[config.mk]
export PLATFORM = sky130hd
export DESIGN_NAME = bcd_display_scheduler_flat
export DESIGN_NICKNAME = d
export VERILOG_FILES = /design/src/rtl/bcd_display_scheduler_if.sv /design/src/rtl/bcd_display_scheduler.sv /design/src/flat_wrapper.sv
export SDC_FILE = /design/constraint.sdc
export NUM_CORES = 1
export LEC_CHECK = 0
export BUFFER_PORTS_ARGS = -buffer_cell sky130_fd_sc_hd__buf_2
export CAP_MARGIN = 10
export CORE_ASPECT_RATIO = 1.2
export CORE_MARGIN = 2
export CORE_UTILIZATION = 48
export DETAILED_ROUTE_END_ITERATION = 8
export GPL_TIMING_DRIVEN = 0
export MAX_ROUTING_LAYER = met4
export PLACE_DENSITY = 0.8
export SLEW_MARGIN = 0
export SYNTH_ARGS = -nofsm -noshare
export SYNTH_HDL_FRONTEND = slang
export SYNTH_SLANG_ARGS = --single-unit
export TNS_END_PERCENT = 100
[constraint.sdc]
create_clock -name clk -period 1.8 [get_ports clk]
set_input_delay 0.27 -clock clk [delete_from_list [all_inputs] [get_ports clk]]
set_output_delay 0.27 -clock clk [all_outputs]
set_load 0.005 [all_outputs]
[src/rtl/bcd_display_scheduler_if.sv]
// Bus between the two numeric sources, the shared hex-to-BCD converter and
// the display scheduler.
//
// Handshake: a source raises its req with a stable value and holds it until
// the matching ack pulses for one cycle; the value is captured on the grant
// edge, so it may change after that. A req still high in the cycle after its
// ack is a fresh request. conv_bcd must be a combinational function of conv_hex.
interface bcd_display_scheduler_if;
  logic [7:0] score;
  logic       score_req;
  logic       score_ack;
  logic [7:0] time_left;
  logic       time_req;
  logic       time_ack;
  logic [7:0] conv_hex;
  logic [7:0] conv_bcd;

  // Sources plus converter side
  modport master (
    output score, score_req, time_left, time_req, conv_bcd,
    input  score_ack, time_ack, conv_hex
  );

  // Scheduler side
  modport slave (
    input  score, score_req, time_left, time_req, conv_bcd,
    output score_ack, time_ack, conv_hex
  );
endinterface

[src/rtl/bcd_display_scheduler.sv]
// Shares one hex-to-BCD converter between the score and time sources,
// latches each result into a display register and scans the four BCD
// digits onto active-low digit enables.
module bcd_display_scheduler #(
  parameter logic [15:0] SCAN_DIV = 16'd50000,
  parameter bit          BLANK_LZ = 1'b1
) (
  input  logic                          clk,
  input  logic                          rst,
  bcd_display_scheduler_if.slave        bus,
  output logic                          busy,
  output logic [3:0]                    an,
  output logic [3:0]                    digit_bcd,
  output logic [1:0]                    dbg_state_o
);

  typedef enum logic [1:0] {
    IDLE = 2'd0,
    CONV = 2'd1,
    CAP  = 2'd2
  } state_t;

  localparam logic [15:0] SCAN_LAST = SCAN_DIV - 16'd1;

  state_t      state_q, state_d;
  logic        sel_q, sel_d;          // 0 = score, 1 = time
  logic        rr_q, rr_d;            // 0 = score has priority on a tie
  logic [7:0]  conv_hex_q, conv_hex_d;
  logic [7:0]  disp_score_q, disp_score_d;
  logic [7:0]  disp_time_q, disp_time_d;
  logic        score_ack_q, score_ack_d;
  logic        time_ack_q, time_ack_d;
  logic [15:0] scan_cnt_q, scan_cnt_d;
  logic [1:0]  idx_q, idx_d;
  logic        tick;

  // Values above two decimal digits saturate at 99
  function automatic logic [7:0] clamp99(input logic [7:0] v);
    return (v > 8'd99) ? 8'd99 : v;
  endfunction

  // Controller and display registers
  always_ff @(posedge clk or posedge rst) begin
    if (rst) begin
      state_q      <= IDLE;
      sel_q        <= 1'b0;
      rr_q         <= 1'b0;
      conv_hex_q   <= 8'h00;
      disp_score_q <= 8'h00;
      disp_time_q  <= 8'h00;
      score_ack_q  <= 1'b0;
      time_ack_q   <= 1'b0;
    end else begin
      state_q      <= state_d;
      sel_q        <= sel_d;
      rr_q         <= rr_d;
      conv_hex_q   <= conv_hex_d;
      disp_score_q <= disp_score_d;
      disp_time_q  <= disp_time_d;
      score_ack_q  <= score_ack_d;
      time_ack_q   <= time_ack_d;
    end
  end

  // Arbitration, operand capture, result latch and ack generation
  always_comb begin
    state_d      = state_q;
    sel_d        = sel_q;
    rr_d         = rr_q;
    conv_hex_d   = conv_hex_q;
    disp_score_d = disp_score_q;
    disp_time_d  = disp_time_q;
    score_ack_d  = 1'b0;
    time_ack_d   = 1'b0;
    case (state_q)
      IDLE: begin
        if (bus.score_req && (!bus.time_req || !rr_q)) begin
          sel_d      = 1'b0;
          conv_hex_d = clamp99(bus.score);
          state_d    = CONV;
        end else if (bus.time_req) begin
          sel_d      = 1'b1;
          conv_hex_d = clamp99(bus.time_left);
          state_d    = CONV;
        end
      end
      CONV: state_d = CAP;
      CAP: begin
        if (sel_q) begin
          disp_time_d = bus.conv_bcd;
          time_ack_d  = 1'b1;
        end else begin
          disp_score_d = bus.conv_bcd;
          score_ack_d  = 1'b1;
        end
        rr_d    = ~rr_q;
        state_d = IDLE;
      end
      default: state_d = IDLE;
    endcase
  end

  // Scan counter and digit index
  always_ff @(posedge clk or posedge rst) begin
    if (rst) begin
      scan_cnt_q <= 16'd0;
      idx_q      <= 2'd0;
    end else begin
      scan_cnt_q <= scan_cnt_d;
      idx_q      <= idx_d;
    end
  end

  // Advance the digit index once per SCAN_DIV cycles
  always_comb begin
    tick       = (scan_cnt_q == SCAN_LAST);
    scan_cnt_d = tick ? 16'd0 : scan_cnt_q + 16'd1;
    idx_d      = tick ? idx_q + 2'd1 : idx_q;
  end

  // Select the BCD digit for the current slot
  always_comb begin
    digit_bcd = 4'h0;
    case (idx_q)
      2'd0: digit_bcd = disp_score_q[3:0];
      2'd1: digit_bcd = disp_score_q[7:4];
      2'd2: digit_bcd = disp_time_q[3:0];
      2'd3: digit_bcd = disp_time_q[7:4];
      default: digit_bcd = 4'h0;
    endcase
  end

  // Digit enable, with a zero tens digit blanked when enabled
  always_comb begin
    an = ~(4'b0001 << idx_q);
    if (BLANK_LZ && idx_q[0] && (digit_bcd == 4'h0)) an = 4'b1111;
  end

  assign busy          = (state_q != IDLE);
  assign dbg_state_o   = state_q;
  assign bus.conv_hex  = conv_hex_q;
  assign bus.score_ack = score_ack_q;
  assign bus.time_ack  = time_ack_q;

endmodule

[src/flat_wrapper.sv]
// flat-port wrapper written by rule: the top's interface ports become plain ports
module bcd_display_scheduler_flat 
#(
  parameter logic [15:0] SCAN_DIV = 16'd50000,
  parameter bit          BLANK_LZ = 1'b1
)
  (clk, rst, busy, an, digit_bcd, dbg_state_o, bus_score, bus_score_req, bus_time_left, bus_time_req, bus_conv_bcd, bus_score_ack, bus_time_ack, bus_conv_hex);
  bcd_display_scheduler_if bus_i ();
  input  logic clk;
  input  logic rst;
  output logic busy;
  output logic [3:0] an;
  output logic [3:0] digit_bcd;
  output logic [1:0] dbg_state_o;
  input wire logic [$bits(bus_i.score)-1:0] bus_score;
  input wire logic [$bits(bus_i.score_req)-1:0] bus_score_req;
  input wire logic [$bits(bus_i.time_left)-1:0] bus_time_left;
  input wire logic [$bits(bus_i.time_req)-1:0] bus_time_req;
  input wire logic [$bits(bus_i.conv_bcd)-1:0] bus_conv_bcd;
  output wire logic [$bits(bus_i.score_ack)-1:0] bus_score_ack;
  output wire logic [$bits(bus_i.time_ack)-1:0] bus_time_ack;
  output wire logic [$bits(bus_i.conv_hex)-1:0] bus_conv_hex;
  assign bus_i.score = bus_score;
  assign bus_i.score_req = bus_score_req;
  assign bus_i.time_left = bus_time_left;
  assign bus_i.time_req = bus_time_req;
  assign bus_i.conv_bcd = bus_conv_bcd;
  assign bus_score_ack = bus_i.score_ack;
  assign bus_time_ack = bus_i.time_ack;
  assign bus_conv_hex = bus_i.conv_hex;
  bcd_display_scheduler #(.SCAN_DIV(SCAN_DIV), .BLANK_LZ(BLANK_LZ)) u_core (.clk(clk), .rst(rst), .bus(bus_i), .busy(busy), .an(an), .digit_bcd(digit_bcd), .dbg_state_o(dbg_state_o));
endmodule
==> impl_metrics.py <==
metrics = {
    "final_layout": {
        "layoutNonFillerInstCount": 325,
        "nets": 300,
        "finish.utilization_pct": 61.2,
        "stdcell_area_um2": 2810,
        "syn_to_final_growth_pct": 23.5,
        "layout-drive-gt1-share_pct": 36.3,
        "diodes": 0,
    },
    "clock_network": {
        "clock_latency_ps": 300,
        "cts_htree_levels": 2,
        "path_clk_slew_ps": 90,
        "root_buffer": "clkbuf_8",
        "clock_path_buffers": 2,
        "numCtsBuffers": 5,
        "cts_tree": "done",
        "cts_sinks": 48,
    },
    "yosys": {
        "synth_edf_count": 0,
        "syn_inst": 206,
        "ys_seq_area_share_pct": 52.8,
        "ys_async_sr_fraction_pct": 100,
        "ys_seq_elements": 48,
        "syn_area_per_cell_um2": 11.0,
        "synth_cell_types": 42,
        "synth_nets": 240,
        "ys_warn_count": 0,
        "ys.flop_type": "dfrtp_1",
        "syn-cell-area_um2": 2280,
    },
    "outcome": {
        "status": "finished, violations left",
        "violations": "setup timing",
    },
    "sta": {
        "finalHoldViolCount": 0,
        "fin_skew_ps": 6.47,
        "rsz0062_at_grt": "yes",
        "max_slew_margin_pct": 52.3,
        "worst_slack_ps": -594,
        "setup_viol": 5,
        "fmax_ghz": 0.418,
        "period_share_pct": 133,
        "min_period_ps": 2390,
        "slew_violations": 0,
        "tightest_slew_ps": 711,
    },
    "setup_path": {
        "endpoint_kind": "output pin",
        "rr_worst_depth": 5,
        "slowest_stage": "or4b_1",
        "critPathMaxFanout": 5,
        "slowest_delay_ps": 550,
        "critPathTopFamily": "simple AND/OR/NAND/NOR gates",
        "cp-start-kind": "register",
        "r2r-end": "u_core.scan_cnt_q[10]$_DFF_PP0_",
        "crit_type": "reg -> out",
        "crit_buf_inv": 2,
        "crit-reg2reg-launch": "u_core.scan_cnt_q[0]$_DFF_PP0_",
        "required_ps": 1530,
        "path_cells": "inv_2, ha_4, a222oi_1, a21oi_1, or4b_1, nand2_1, buf_2",
        "cp.arrival_ps": 2120,
        "regToRegSetupSlack_ps": 70,
    },
    "route": {
        "first_pass_iters": 4,
        "vias_per_cell": 5.46,
        "drt-total-wl_um": 4530,
        "drc": 0,
        "drt_iter0_drc": 126,
        "final_antenna_net_count": 0,
        "routedWlPerCell_um": 14.0,
        "via_count": 1774,
    },
    "grt": {
        "grtUsageMet1_pct": 23.0,
        "use_met2_pct": 32.7,
        "antenna_found_initial": 0,
        "first_global_vias": 1741,
        "track_usage_pct": 19.4,
        "grt_max_degree": 44,
        "use_met3_pct": 4.65,
        "grt.busiest_layer": "met2",
        "grt_pass1_wl_um": 7680,
        "gr-total-overflow": 0,
    },
    "min_path": {
        "hold_depth": 3,
        "worstHoldEndpoint": "u_core.bus.conv_hex[3]$_DFFE_PP0P_",
        "hold_path_class": "in -> reg",
        "hp-start": "bus_score[3]",
    },
    "placed_design": {
        "place_ws_ps": -292,
        "place_hpwl_um": 3270,
        "port_buffers": 48,
        "place.gp.congestion": 0.833,
        "place_area_um2": 2620,
        "dp_cells": 313,
    },
    "die": {
        "start_util_pct": 49.5,
        "ios": 49,
        "die-area_um2": 5310,
        "die_w_um": 66.9,
        "die_h_um": 79.4,
        "row_count": 27,
        "core_um2": 4590,
    },
    "power": {
        "powerDensity_nw_per_um2": 1180,
        "total_power_mw": 3.31,
        "ir_drop_v": 0.000587,
        "p_leak_nw": 1.34,
    },
    "run": {
        "max-cap-violations": 0,
    },
}
-- cell usage in the layout (no fill, tap or decap), types with 3 or more instances in the layout --
cell type / instances
buf_2: 48
dfrtp_1: 46
nand2_1: 22
mux2_2: 16
nor2_1: 12
inv_1: 9
o21ai_0: 9
a21oi_1: 7
xnor2_1: 7
nand3_1: 7
nor2b_1: 5
xor2_1: 5
clkbuf_8: 5
nand4_1: 4
inv_2: 3
a222oi_1: 3
nor3_1: 3
a32oi_1: 3
ha_4: 3
buf_4: 3
-- power by group --
group | total (mW) | internal, mW | switching (mW) | leakage, nW
clock | 0.803 | 0.419 | 0.385 | 0.0548
combinational | 0.921 | 0.493 | 0.428 | 0.688
sequential | 1.58 | 1.40 | 0.182 | 0.598
total | 3.31 | 2.31 | 0.994 | 1.34
-- synth_stat cells (3+ instances only) --
cell / count / area [µm²]
ha_1: 6 / 75.1
inv_1: 13 / 48.8
a21oi_1: 7 / 35.0
a32oi_1: 3 / 26.3
nor2_1: 12 / 45.0
mux2_2: 16 / 180
nor3_1: 3 / 15.0
nor2b_1: 5 / 31.3
nand3_1: 7 / 35.0
nand4_1: 4 / 25.0
dfrtp_1: 48 / 1200
o21ai_0: 9 / 45.0
xor2_1: 5 / 43.8
xnor2_1: 7 / 61.3
nand2_1: 22 / 82.6
a222oi_1: 3 / 30.0
-- metrics by stage --
step	hold slack (ps)	setup TNS (ps)
after floorplan	399	-254
after global placement	463	-10140
after detailed placement	169	-579
after CTS	185	-1460
after global routing	186	-1970
final	187	-1360
-- worst max path at each step --
stage | startpoint | end | slack [ps] | depth (start not counted)
6_report | u_core.idx_q[1]$_DFFE_PP0N_ | an[1] | -590 | 7
5_1_grt | u_core.idx_q[1]$_DFFE_PP0N_ | an[1] | -700 | 7
4_1_cts | u_core.idx_q[1]$_DFFE_PP0N_ | an[1] | -620 | 7
3_5_place_dp | u_core.idx_q[0]$_DFFE_PP0N_ | an[1] | -290 | 7
3_3_place_gp | u_core.idx_q[0]$_DFFE_PP0N_ | an[3] | -280 | 7
2_1_floorplan | u_core.idx_q[0]$_DFFE_PP0N_ | an[1] | -130 | 6
-- registers in the layout, indices dropped and copies added (netlist names) --
signal,count
u_core.scan_cnt_q,16
u_core.bus.conv_hex,8
u_core.disp_score_q,8
u_core.disp_time_q,8
u_core.dbg_state_o,2
u_core.idx_q,2
u_core.bus.score_ack,1
u_core.bus.time_ack,1
u_core.rr_q,1
u_core.sel_q,1
-- logic make-up after synthesis --
kind of cell | synth area share [%]
AO/OA/AOI/OAI | 9.57
AND/OR/NAND/NOR | 18.9
XOR/XNOR | 4.62
adder cells (fa/ha/maj) | 3.30
buffers and inverters | 2.97
multiplexers | 7.92
flip-flops | 52.8
-- final cells by class --
cell class / instances / area [µm²]
plain buffers: 3 / 18.8
fillers: 392 / 1780
clock buffers: 5 / 68.8
flip-flops and latches: 48 / 1200
well taps: 58 / 72.6
multi-input cells: 142 / 1060
inverters: 13 / 51.3
clock inverters: 3 / 46.3
repair buffers: 53 / 293
-- worst min-delay path: stages --
cell and delay [ps]:
buf_2 90, nand3_1 60, nand2_1 50
-- timing repair --
item,4_1_cts,5_1_grt
buffers inserted,3,0
pin swaps,4,1
resized for setup,6,6
hold buffers,1,0
endpoints found under the setup margin,6,7
hold endpoints to repair,5,0
-- layer usage --
metal  vias to the layer above  part of all wire (%)
li1                        849                     -
met3                         6                   4.2
met1                       869                    43
met5                         -                     0
met2                        50                    51
met4                         0                   1.3
Power figures use the tool's default switching activity.
